===== config.mk =====
export PLATFORM = sky130hd
export DESIGN_NAME = timer_mode_controller
export DESIGN_NICKNAME = d
export VERILOG_FILES = /design/src/rtl/timer_pkg.sv /design/src/rtl/button_edge_sync.sv /design/src/rtl/timer_mode_controller.sv
export SDC_FILE = /design/constraint.sdc
export NUM_CORES = 1
export LEC_CHECK = 0
export ABC_AREA = 1
export CAP_MARGIN = 15
export CORE_MARGIN = 2
export CORE_UTILIZATION = 50
export DETAILED_ROUTE_END_ITERATION = 8
export GPL_TIMING_DRIVEN = 0
export HOLD_SLACK_MARGIN = 0.03
export PLACE_DENSITY = 0.71
export SYNTH_ARGS = -nofsm -noshare
export SYNTH_HDL_FRONTEND = slang
export SYNTH_HIERARCHICAL = 1
export SYNTH_SLANG_ARGS = --single-unit

===== constraint.sdc =====
create_clock -name clockSignal -period 10.96 [get_ports clockSignal]
set_input_delay 2.192 -clock clockSignal [delete_from_list [all_inputs] [get_ports clockSignal]]
set_output_delay 2.192 -clock clockSignal [all_outputs]
set_load 0.01 [all_outputs]

===== src/rtl/timer_pkg.sv =====
// Shared encodings, field limits and set-point helpers for the timer/alarm mode controller.
package timer_pkg;

  typedef enum logic [1:0] {
    MODE_TIMER = 2'b00,
    MODE_SW    = 2'b01,
    MODE_CLOCK = 2'b10,
    MODE_ALARM = 2'b11
  } mode_e;

  typedef enum logic [1:0] {
    T_EDIT  = 2'd0,
    T_RUN   = 2'd1,
    T_PAUSE = 2'd2
  } t_state_e;

  typedef enum logic [1:0] {
    S_IDLE = 2'd0,
    S_RUN  = 2'd1,
    S_STOP = 2'd2
  } s_state_e;

  localparam logic [5:0] FIELD_MAX     = 6'd59;
  localparam int         HOURS_MAX_DEF = 24;

  localparam logic [1:0] CUR_HH  = 2'd0;
  localparam logic [1:0] CUR_MM  = 2'd1;
  localparam logic [1:0] CUR_SS  = 2'd2;
  localparam logic [1:0] CUR_GO  = 2'd3;
  localparam logic [1:0] CUR_ARM = 2'd2;

  // Field increment without carry into the neighbouring field.
  function automatic logic [5:0] inc_wrap(input logic [5:0] v, input logic [5:0] lim);
    if (v >= lim) begin
      return 6'd0;
    end else begin
      return v + 6'd1;
    end
  endfunction

  function automatic logic [31:0] to_centis(input logic [4:0] hh, input logic [5:0] mm,
                                            input logic [5:0] ss);
    logic [31:0] secs;
    secs = ({27'd0, hh} * 32'd60 + {26'd0, mm}) * 32'd60 + {26'd0, ss};
    return secs * 32'd100;
  endfunction

endpackage


===== src/rtl/button_edge_sync.sv =====
// Two-flop synchroniser plus rising-edge detector; press_o is a registered 1-clock pulse.
module button_edge_sync (
  input  logic clockSignal,
  input  logic splitOrReset,
  input  logic btn_i,
  output logic press_o
);

  logic sync1_q, sync2_q, prev_q, press_q;

  // Synchronise the raw level and register its rising edge.
  always_ff @(posedge clockSignal or posedge splitOrReset) begin
    if (splitOrReset) begin
      sync1_q <= 1'b0;
      sync2_q <= 1'b0;
      prev_q  <= 1'b0;
      press_q <= 1'b0;
    end else begin
      sync1_q <= btn_i;
      sync2_q <= sync1_q;
      prev_q  <= sync2_q;
      press_q <= sync2_q & ~prev_q;
    end
  end

  assign press_o = press_q;

endmodule


===== src/rtl/timer_mode_controller.sv =====
// Front-panel sequencer: display modes, timer/stopwatch FSMs, set-points and ring control.
// Optional build macro RING_TIMEOUT_EN: ring auto-stops after RING_CYCLES clocks.
module timer_mode_controller
  import timer_pkg::*;
#(
  parameter int HOURS_MAX   = HOURS_MAX_DEF,
  parameter int CD_W        = 24,
  parameter int RING_CYCLES = 3000
) (
  input  logic            clockSignal,
  input  logic            splitOrReset,
  input  logic            mode_btn,
  input  logic            start_btn,
  input  logic            lap_btn,
  input  logic            cd_zero,
  input  logic            alarm_match,
  output logic [1:0]      mode,
  output logic [1:0]      cursor,
  output logic [4:0]      set_hh,
  output logic [5:0]      set_mm,
  output logic [5:0]      set_ss,
  output logic [4:0]      al_hh,
  output logic [5:0]      al_mm,
  output logic            alarm_armed,
  output logic            cd_run,
  output logic            cd_load,
  output logic [CD_W-1:0] cd_load_value,
  output logic            sw_run,
  output logic            sw_clear,
  output logic            lap_capture,
  output logic            ringSound
);

  localparam logic [5:0] HH_LIM = 6'(HOURS_MAX - 1);

  logic mode_p, start_p, lap_p;
  logic act_dismiss, act_mode, act_start, act_lap;
  logic ring_set, ring_expire;

  mode_e            mode_q, mode_d;
  t_state_e         t_state_q, t_state_d;
  s_state_e         s_state_q, s_state_d;
  logic [1:0]       cursor_q, cursor_d;
  logic [4:0]       set_hh_q, set_hh_d, al_hh_q, al_hh_d;
  logic [5:0]       set_mm_q, set_mm_d, set_ss_q, set_ss_d, al_mm_q, al_mm_d;
  logic             armed_q, armed_d, cd_run_q, cd_run_d, cd_load_q, cd_load_d;
  logic             sw_run_q, sw_run_d, sw_clear_q, sw_clear_d, lap_cap_q, lap_cap_d;
  logic             ring_q, ring_d;
  logic [CD_W-1:0]  cd_val_q, cd_val_d;

  button_edge_sync u_mode_sync  (.clockSignal(clockSignal), .splitOrReset(splitOrReset),
                                 .btn_i(mode_btn),  .press_o(mode_p));
  button_edge_sync u_start_sync (.clockSignal(clockSignal), .splitOrReset(splitOrReset),
                                 .btn_i(start_btn), .press_o(start_p));
  button_edge_sync u_lap_sync   (.clockSignal(clockSignal), .splitOrReset(splitOrReset),
                                 .btn_i(lap_btn),   .press_o(lap_p));

  // One press per cycle: dismiss > mode > start > lap.
  assign act_dismiss = start_p & ring_q;
  assign act_mode    = mode_p & ~act_dismiss;
  assign act_start   = start_p & ~ring_q & ~mode_p;
  assign act_lap     = lap_p & ~mode_p & ~start_p;
  assign ring_set    = ((t_state_q == T_RUN) & cd_run_q & cd_zero) | (alarm_match & armed_q);

`ifdef RING_TIMEOUT_EN
  localparam int RC_W = $clog2(RING_CYCLES + 1);
  logic [RC_W-1:0] ring_cnt_q, ring_cnt_d;

  assign ring_expire = ring_q & (ring_cnt_q == RC_W'(RING_CYCLES - 1));

  always_comb begin
    ring_cnt_d = ring_cnt_q;
    if (ring_set || !ring_q) begin
      ring_cnt_d = '0;
    end else begin
      ring_cnt_d = ring_cnt_q + RC_W'(1);
    end
  end

  always_ff @(posedge clockSignal or posedge splitOrReset) begin
    if (splitOrReset) begin
      ring_cnt_q <= '0;
    end else begin
      ring_cnt_q <= ring_cnt_d;
    end
  end
`else
  logic unused_ring_cfg;
  assign unused_ring_cfg = ^32'(RING_CYCLES);
  assign ring_expire     = 1'b0;
`endif

  always_comb begin
    mode_d    = mode_q;
    t_state_d = t_state_q;
    s_state_d = s_state_q;
    cursor_d  = cursor_q;
    set_hh_d  = set_hh_q;
    set_mm_d  = set_mm_q;
    set_ss_d  = set_ss_q;
    al_hh_d   = al_hh_q;
    al_mm_d   = al_mm_q;
    armed_d   = armed_q;
    cd_run_d  = cd_run_q;
    cd_load_d = 1'b0;
    sw_run_d  = sw_run_q;
    sw_clear_d = 1'b0;
    lap_cap_d = 1'b0;
    cd_val_d  = CD_W'(to_centis(set_hh_q, set_mm_q, set_ss_q));

    if (act_mode) begin
      mode_d   = mode_e'(mode_q + 2'd1);
      cursor_d = CUR_HH;
    end else begin
      mode_d = mode_q;
    end

    // Timer FSM runs whatever mode is displayed; presses only reach it in TIMER mode.
    case (t_state_q)
      T_EDIT: begin
        cd_run_d = 1'b0;
        if (act_start && mode_q == MODE_TIMER) begin
          case (cursor_q)
            CUR_HH: set_hh_d = 5'(inc_wrap({1'b0, set_hh_q}, HH_LIM));
            CUR_MM: set_mm_d = inc_wrap(set_mm_q, FIELD_MAX);
            CUR_SS: set_ss_d = inc_wrap(set_ss_q, FIELD_MAX);
            CUR_GO: begin
              if (set_hh_q != 5'd0 || set_mm_q != 6'd0 || set_ss_q != 6'd0) begin
                cd_load_d = 1'b1;
                t_state_d = T_RUN;
              end else begin
                t_state_d = T_EDIT;
              end
            end
            default: cursor_d = CUR_HH;
          endcase
        end else if (act_lap && mode_q == MODE_TIMER) begin
          cursor_d = cursor_q + 2'd1;
        end else begin
          t_state_d = T_EDIT;
        end
      end
      T_RUN: begin
        if (cd_run_q && cd_zero) begin
          cd_run_d  = 1'b0;
          t_state_d = T_EDIT;
        end else if (act_start && mode_q == MODE_TIMER) begin
          cd_run_d  = 1'b0;
          t_state_d = T_PAUSE;
        end else if (act_lap && mode_q == MODE_TIMER) begin
          cd_run_d  = 1'b0;
          t_state_d = T_EDIT;
          cursor_d  = CUR_HH;
        end else begin
          cd_run_d = 1'b1;
        end
      end
      T_PAUSE: begin
        if (act_start && mode_q == MODE_TIMER) begin
          cd_run_d  = 1'b1;
          t_state_d = T_RUN;
        end else if (act_lap && mode_q == MODE_TIMER) begin
          cd_run_d  = 1'b0;
          t_state_d = T_EDIT;
          cursor_d  = CUR_HH;
        end else begin
          cd_run_d = 1'b0;
        end
      end
      default: begin
        cd_run_d  = 1'b0;
        t_state_d = T_EDIT;
      end
    endcase

    case (s_state_q)
      S_IDLE, S_STOP: begin
        if (act_start && mode_q == MODE_SW) begin
          sw_run_d  = 1'b1;
          s_state_d = S_RUN;
        end else if (act_lap && mode_q == MODE_SW && s_state_q == S_STOP) begin
          sw_clear_d = 1'b1;
          s_state_d  = S_IDLE;
        end else begin
          sw_run_d = 1'b0;
        end
      end
      S_RUN: begin
        if (act_start && mode_q == MODE_SW) begin
          sw_run_d  = 1'b0;
          s_state_d = S_STOP;
        end else if (act_lap && mode_q == MODE_SW) begin
          lap_cap_d = 1'b1;
        end else begin
          sw_run_d = 1'b1;
        end
      end
      default: begin
        sw_run_d  = 1'b0;
        s_state_d = S_IDLE;
      end
    endcase

    if (mode_q == MODE_ALARM && act_lap) begin
      cursor_d = (cursor_q >= CUR_ARM) ? CUR_HH : cursor_q + 2'd1;
    end else if (mode_q == MODE_ALARM && act_start) begin
      case (cursor_q)
        CUR_HH:  al_hh_d = 5'(inc_wrap({1'b0, al_hh_q}, HH_LIM));
        CUR_MM:  al_mm_d = inc_wrap(al_mm_q, FIELD_MAX);
        CUR_ARM: armed_d = ~armed_q;
        default: cursor_d = CUR_HH;
      endcase
    end else begin
      armed_d = armed_q;
    end

    if (act_dismiss) begin
      ring_d = 1'b0;
    end else if (ring_set) begin
      ring_d = 1'b1;
    end else if (ring_expire) begin
      ring_d = 1'b0;
    end else begin
      ring_d = ring_q;
    end
  end

  always_ff @(posedge clockSignal or posedge splitOrReset) begin
    if (splitOrReset) begin
      mode_q    <= MODE_TIMER;
      t_state_q <= T_EDIT;
      s_state_q <= S_IDLE;
      cursor_q  <= 2'd0;
      set_hh_q  <= 5'd0;
      set_mm_q  <= 6'd0;
      set_ss_q  <= 6'd0;
      al_hh_q   <= 5'd0;
      al_mm_q   <= 6'd0;
      armed_q   <= 1'b0;
      cd_run_q  <= 1'b0;
      cd_load_q <= 1'b0;
      cd_val_q  <= '0;
      sw_run_q  <= 1'b0;
      sw_clear_q <= 1'b0;
      lap_cap_q <= 1'b0;
      ring_q    <= 1'b0;
    end else begin
      mode_q    <= mode_d;
      t_state_q <= t_state_d;
      s_state_q <= s_state_d;
      cursor_q  <= cursor_d;
      set_hh_q  <= set_hh_d;
      set_mm_q  <= set_mm_d;
      set_ss_q  <= set_ss_d;
      al_hh_q   <= al_hh_d;
      al_mm_q   <= al_mm_d;
      armed_q   <= armed_d;
      cd_run_q  <= cd_run_d;
      cd_load_q <= cd_load_d;
      cd_val_q  <= cd_val_d;
      sw_run_q  <= sw_run_d;
      sw_clear_q <= sw_clear_d;
      lap_cap_q <= lap_cap_d;
      ring_q    <= ring_d;
    end
  end

  assign mode          = mode_q;
  assign cursor        = cursor_q;
  assign set_hh        = set_hh_q;
  assign set_mm        = set_mm_q;
  assign set_ss        = set_ss_q;
  assign al_hh         = al_hh_q;
  assign al_mm         = al_mm_q;
  assign alarm_armed   = armed_q;
  assign cd_run        = cd_run_q;
  assign cd_load       = cd_load_q;
  assign cd_load_value = cd_val_q;
  assign sw_run        = sw_run_q;
  assign sw_clear      = sw_clear_q;
  assign lap_capture   = lap_cap_q;
  assign ringSound     = ring_q;

endmodule


# After elaboration in Yosys (flattened, before gate mapping)
# Cells that the tools add are included.
[word_totals]
register_bits = 77
inputBits = 7
out_inout_bits = 63
word_cells = 164
[classes]
add_sub_neg = 9
multipliers = 3
magnitude_cmp = 6
n_eq_ne = 15
muxes = 51
bitwise_logic = 22
reduce_logical = 29
[op_table]
columns = ["cell", "count"]
rows = [
  ["$mux 2", 20],
  ["$mul 19x5->22 const B", 1],
  ["$mux 1", 21],
  ["$add 18x6->19", 1],
  ["$add 6x1->6 const B", 3],
  ["$ge 6x6->1 const B", 3],
  ["$mux 6", 3],
  ["$reduce_and 3->1", 6],
  ["$mul 12x4->16 const B", 1],
  ["$add 11x6->12", 1],
  ["$and 1x1->1", 12],
  ["$ne 3x3->1 const B", 4],
  ["$pmux 2 s3", 2],
  ["$reduce_bool 6->1", 2],
  ["$add 5x1->5 const B", 2],
  ["$eq 2x2->1 const B", 5],
  ["$ge 5x5->1 const B", 2],
  ["$mux 5", 2],
  ["$mul 5x4->9 const B", 1],
  ["$not 1->1", 9],
  ["$eq 2x1->1 const B", 4],
  ["$logic_and 1x1->1", 8],
  ["$logic_not 2->1", 4],
  ["$reduce_and 2->1", 3],
  ["other kinds (12)", 15],
]

# Longest topological paths before layout
[depth]
word_depth = 11
ltp_mapped = 48
depth_no_buf = 48

# By module
# The synthesis kept the hierarchy.
[modules_own_cells]
columns = ["mod", "n_inst", "cells_per_inst", "area_each_um2", "seq_area_each_um2"]
rows = [
  ["timer_mode_controller", 1, 950, 7319.5, 1626.6],
  ["button_edge_sync", 3, 7, 113.9, 100.1],
]

# Least setup slack after synthesis
# OpenSTA, ideal clock, no wires.
[synth_path]
path_kind = "register to register"
from = "reg set_hh_q[2], in the netlist set_hh[2]"
to = "reg cd_val_q[23], in the netlist cd_load_value[23]"
setup_time_ns = 0.118
arrival_ns = 7.968
t_required_ns = 10.842
setup_slack_ns = 2.874
stages_incl_launch_ff = 46
path_buffers = 0
synth_period_minus_slack_ns = 8.086
path_cell_list = "dfrtp_1 fa_1 xor2_1 ha_1 inv_1 fa_1 inv_1 ha_1 inv_1 nor2_1 nor2_1 nor2_1 inv_1 nor2_1 nand3b_1 or2_2 nand2_1 inv_1 [... 10 more ...] nand2_2 nor2_4 inv_2 nand2_1 inv_1 ha_1 ha_1 inv_1 fa_1 inv_1 ha_1 nand2_1 nor3_1 nand2_1 o311ai_0 inv_1 nand3_1 nand2_1"
[synth_between]
elab_chain_len = 5
[synth_lines]
columns = ["item", "line_no", "rtl"]
rows = [
  ["from (decl)", "timer_mode_controller.sv:44", "logic [4:0] set_hh_q, set_hh_d, al_hh_q, al_hh_d;"],
  ["from (signal assigned)", "timer_mode_controller.sv:252", "set_hh_q <= set_hh_d;"],
  ["$mul 5x4->9", "timer_pkg.sv:44", "secs = ({27'd0, hh} * 32'd60 + {26'd0, mm}) * 32'd60 + {26'd0, ss};"],
  ["$add 11x6->12", "timer_pkg.sv:44", ""],
  ["$mul 12x4->16", "timer_pkg.sv:44", ""],
  ["$add 18x6->19", "timer_pkg.sv:44", ""],
  ["$mul 19x5->22", "timer_pkg.sv:45", "return secs * 32'd100;"],
  ["named net cd_val_d[23]", "timer_mode_controller.sv:49", "logic [CD_W-1:0] cd_val_q, cd_val_d;"],
  ["to (signal assigned)", "timer_mode_controller.sv:260", "cd_val_q <= cd_val_d;"],
  ["to (decl)", "timer_mode_controller.sv:49", ""],
]
# The timed path passes the listed nets, and every way through them passes these cells.
# A chain may end at the register's enable or synchronous reset.

# Worst setup path after layout
# Ends and elaborated chain as after synthesis.

==> PnR_summary.wiki <==
{| class="wikitable"
! Metric !! Value
|-
| Final GP Congestion || 0.8573
|-
| Synth cell types || 45
|-
| Worst min-delay path category || reg2reg
|-
| # resized after CTS || 0
|-
| Share of the synthesized area in the top cell type || 0.2515
|-
| Cell repeated most along the worst path || sky130_fd_sc_hd__inv_1
|-
| Area growth syn-to-layout || 15.87%
|-
| Share of post-route cells with drive strength above 1 || 0.05398
|-
| MaxCap Viol Count || 0
|-
| Remaining global-route overflow || 0
|-
| Diode count || 0
|-
| Start-to-end type of the worst setup path || reg2reg
|-
| Maximum clock frequency || approximately 110 MHz
|-
| Worst setup EP type || flip-flop
|-
| Die Outline Area || between 15000 and 20000 um^2
|-
| Result of the run || finished clean
|-
| Total area of sequential cells || roughly 1900 um^2
|-
| Data arrival, critical path || between 9 and 10 ns
|-
| Gr busiest metal || met2
|-
| Mean area per synthesized cell || 7.890 um^2
|-
| First-pass iteration count of the detailed router || 5
|-
| Total clock buffers created by CTS || 9
|-
| Number of buffers added for setup after CTS || 0
|-
| Number of sinks on the clock net || a little under 80
|-
| Most used flip-flop cell after synthesis || sky130_fd_sc_hd__dfrtp_1
|-
| Cell class contributing the biggest share of worst-path delay || adder cells
|-
| Smallest setup slack after layout || 1.711 ns
|-
| Routing usage on met1 || 0.2578
|-
| Dpl ws || roughly 1.8 ns
|-
| Maximum number of pins on one net before global-route repair || 37
|-
| Slowest CP cell || sky130_fd_sc_hd__o311ai_0
|-
| Largest cells by area after synthesis || sky130_fd_sc_hd__dfrtp_1, sky130_fd_sc_hd__ha_1, sky130_fd_sc_hd__inv_1, sky130_fd_sc_hd__fa_1, sky130_fd_sc_hd__nand2_1
|-
| TritonCTS clock tree || done
|-
| Drt initial violations || 387
|-
| Buffers added on ports || 67
|-
| Final core occ || 0.5883
|-
| Layout Skew || around 0.013 ns
|-
| Site Rows || 45
|-
| Number of hold-repair buffers added at the cts stage || 0
|-
| DRC Markers || 0
|-
| Global-route usage over all layers || 0.1867
|-
| Starting density of the core || 0.5077
|-
| Number of storage elements in the synthesis netlist || 77
|-
| Number of synthesis warnings || 6
|-
| Via total after detailed routing || roughly 6200
|-
| Area used by multi-input combinational logic || roughly 4900 um^2
|-
| Master cell of the clock root buffer || sky130_fd_sc_hd__clkbuf_16
|-
| Final setup viols || 0
|-
| Headroom to the max-slew limit || 0.4837
|-
| Width of the chip || ~130 um
|-
| GR met2 Demand/Resource || 0.3155
|-
| CP Buf/Inv Count || 12
|-
| First-pass GRT wire length || about 26000 um
|-
| Max Root-Sink Buffers || 2
|-
| Die Y-Extent || between 100 and 150 um
|-
| Initial antenna violation count || 0
|-
| Worst endpoint required time || roughly 11 ns
|-
| Total count of hold-check failures in the final report || 0
|-
| CTS clk-pin slew, worst paths || 0.07 ns
|-
| Wire length reported by the detailed router || between 10000 and 15000 um
|-
| Net total in the final layout || about 1200
|-
| Startpoint type of the worst setup path || flip-flop
|-
| Async set-reset flop share out of synthesis || 1.000
|-
| EDFF count, synth || 0
|-
| Half-perimeter wire length after placement || between 10000 and 15000 um
|-
| Number of instances in the synthesized netlist || a little under 1000
|-
| Slew at the pin closest to its max-slew limit || about 0.77 ns
|-
| H-tree depth || 3
|-
| Setup repair after global routing missed its margin || false
|-
| Final-layout fill cell count || about 1300
|-
| Dominant cell type by area after synthesis || sky130_fd_sc_hd__dfrtp_1
|-
| Final critical-path share of the clock period || 0.8439
|-
| Final routed wire length divided by cell count || 11.62 um
|-
| Pins over their slew limit || 0
|-
| Portion of the post-synthesis area used by sequential elements || 0.2515
|-
| Summed negative setup slack over all endpoints || 0 ns
|-
| Min Tclk post-route || ~9 ns
|-
| Stage delay of the slowest cell on the critical path || 0.65 ns
|-
| Top Ports || 70
|-
| Vias per Instance || roughly 5.0
|-
| Area of the mapped netlist || 7661 um^2
|-
| Met3 track demand over resource || 0.02337
|-
| Vias in the first global route || a little under 6000
|-
| DRT antenna net count || 0
|-
| Area of the core region || 15090 um^2
|-
| Later-pin clock latency in the skew report || about 0.34 ns
|-
| Maximum net fanout on the critical path || 9
|}
-- registers in the layout (all words and copies together), names as in the netlist, 2 cells and up --
name           count
mode               2
set_ss             6
cd_load_value     22
set_hh             5
al_mm              6
t_state_q          2
s_state_q          2
cursor             2
al_hh              5
set_mm             6
-- cell families (layout without fill, tap and decap cells) --
group,after synthesis,after routing,synth area share
AND/OR/NAND/NOR,363,363,0.2136
buffers and inverters,228,312,0.1137
adder cells (fa/ha/maj),155,155,0.2894
AO/OA/AOI/OAI,99,99,0.07317
flip-flops,77,77,0.2515
XOR/XNOR,47,47,0.05667
other,1,2,0.0004895
multiplexers,1,1,0.001470
-- per-stage QoR --
step                std cells  hold WS (ns)  instance area (um^2)
floorplan                 972        0.3312                  7665
global placement         1227        0.3332                  8571
detailed placement       1228        0.3370                  8591
CTS                      1244        0.3535                  8877
global route             1244        0.3661                  8877
finish                   1244        0.3513                  8877
-- metal layers --
metal | wire length (um) | vias to the layer above
li1 | - | 3215
met1 | 7188 | 2842
met2 | 6665 | 129
met3 | 477 | 9
met4 | 129 | 0
met5 | 0 | -
-- cell usage after synthesis, types with 4 or more instances --
| cell | number |
|---|---|
| sky130_fd_sc_hd__dfrtp_1 | 77 |
| sky130_fd_sc_hd__ha_1 | 118 |
| sky130_fd_sc_hd__nand4_1 | 16 |
| sky130_fd_sc_hd__nor3_1 | 10 |
| sky130_fd_sc_hd__buf_4 | 4 |
| sky130_fd_sc_hd__nor2_4 | 5 |
| sky130_fd_sc_hd__o21ai_0 | 29 |
| sky130_fd_sc_hd__fa_1 | 37 |
| sky130_fd_sc_hd__xnor2_1 | 12 |
| sky130_fd_sc_hd__xor2_1 | 32 |
| sky130_fd_sc_hd__nand2_1 | 175 |
| sky130_fd_sc_hd__a21oi_1 | 46 |
| sky130_fd_sc_hd__nand2_2 | 11 |
| sky130_fd_sc_hd__nor2_1 | 66 |
| sky130_fd_sc_hd__nor2_2 | 7 |
| sky130_fd_sc_hd__nand3_1 | 60 |
| sky130_fd_sc_hd__inv_1 | 222 |
-- area by class of cell --
cell class                      count  share of cell area
Inverter                          224             0.09471
Clock inverter                      5            0.004933
Multi-Input combinational cell    667              0.5483
Clock buffer                       11             0.02734
Sequential cell                    77              0.2171
Buffer                              4            0.003383
Tap cell                          188             0.02650
Timing Repair Buffer               68             0.07780
-- final timing paths --
path | start | to | slack (ns) | cells past startpoint
max | set_hh[2] | cd_load_value[23] | 1.71 | 46
max in group asynchronous | splitOrReset | cd_load_value[12] | 7.93 | 3
min in group asynchronous | splitOrReset | u_start_sync/prev_q | 2.15 | 2
min reg2reg | u_lap_sync/sync1_q | u_lap_sync/sync2_q | 0.35 | 0
max reg2reg | set_hh[2] | cd_load_value[23] | 1.71 | 46
min | u_lap_sync/sync1_q | u_lap_sync/sync2_q | 0.35 | 0
-- worst register-to-register path, delay by kind of cell (launching register included) --
kind | cells | cell delay (ns)
adder cells (fa/ha/maj) | 11 | 4.23
AND/OR/NAND/NOR | 21 | 2.73
buffers and inverters | 12 | 0.72
AO/OA/AOI/OAI | 1 | 0.65
flip-flops | 1 | 0.59
XOR/XNOR | 1 | 0.20
-- cell usage in the layout, fill, tap and decap left out, drive strengths merged, types with 3 or more instances in the layout --
cell type        n
nor4             3
o22ai            3
xnor2           13
buf              5
nand2          186
a21oi           46
a21boi           3
dfrtp           77
clkbuf          11
nand3           61
xor2            34
nor3b            4
nor3            10
inv            226
nor2            78
nand4           17
clkdlybuf4s50   67
ha             118
fa              37
o21ai           31
Power is left out: the tool's default activity adds up to more than one toggle a clock period on the data nets, which glitch-free logic cannot reach.
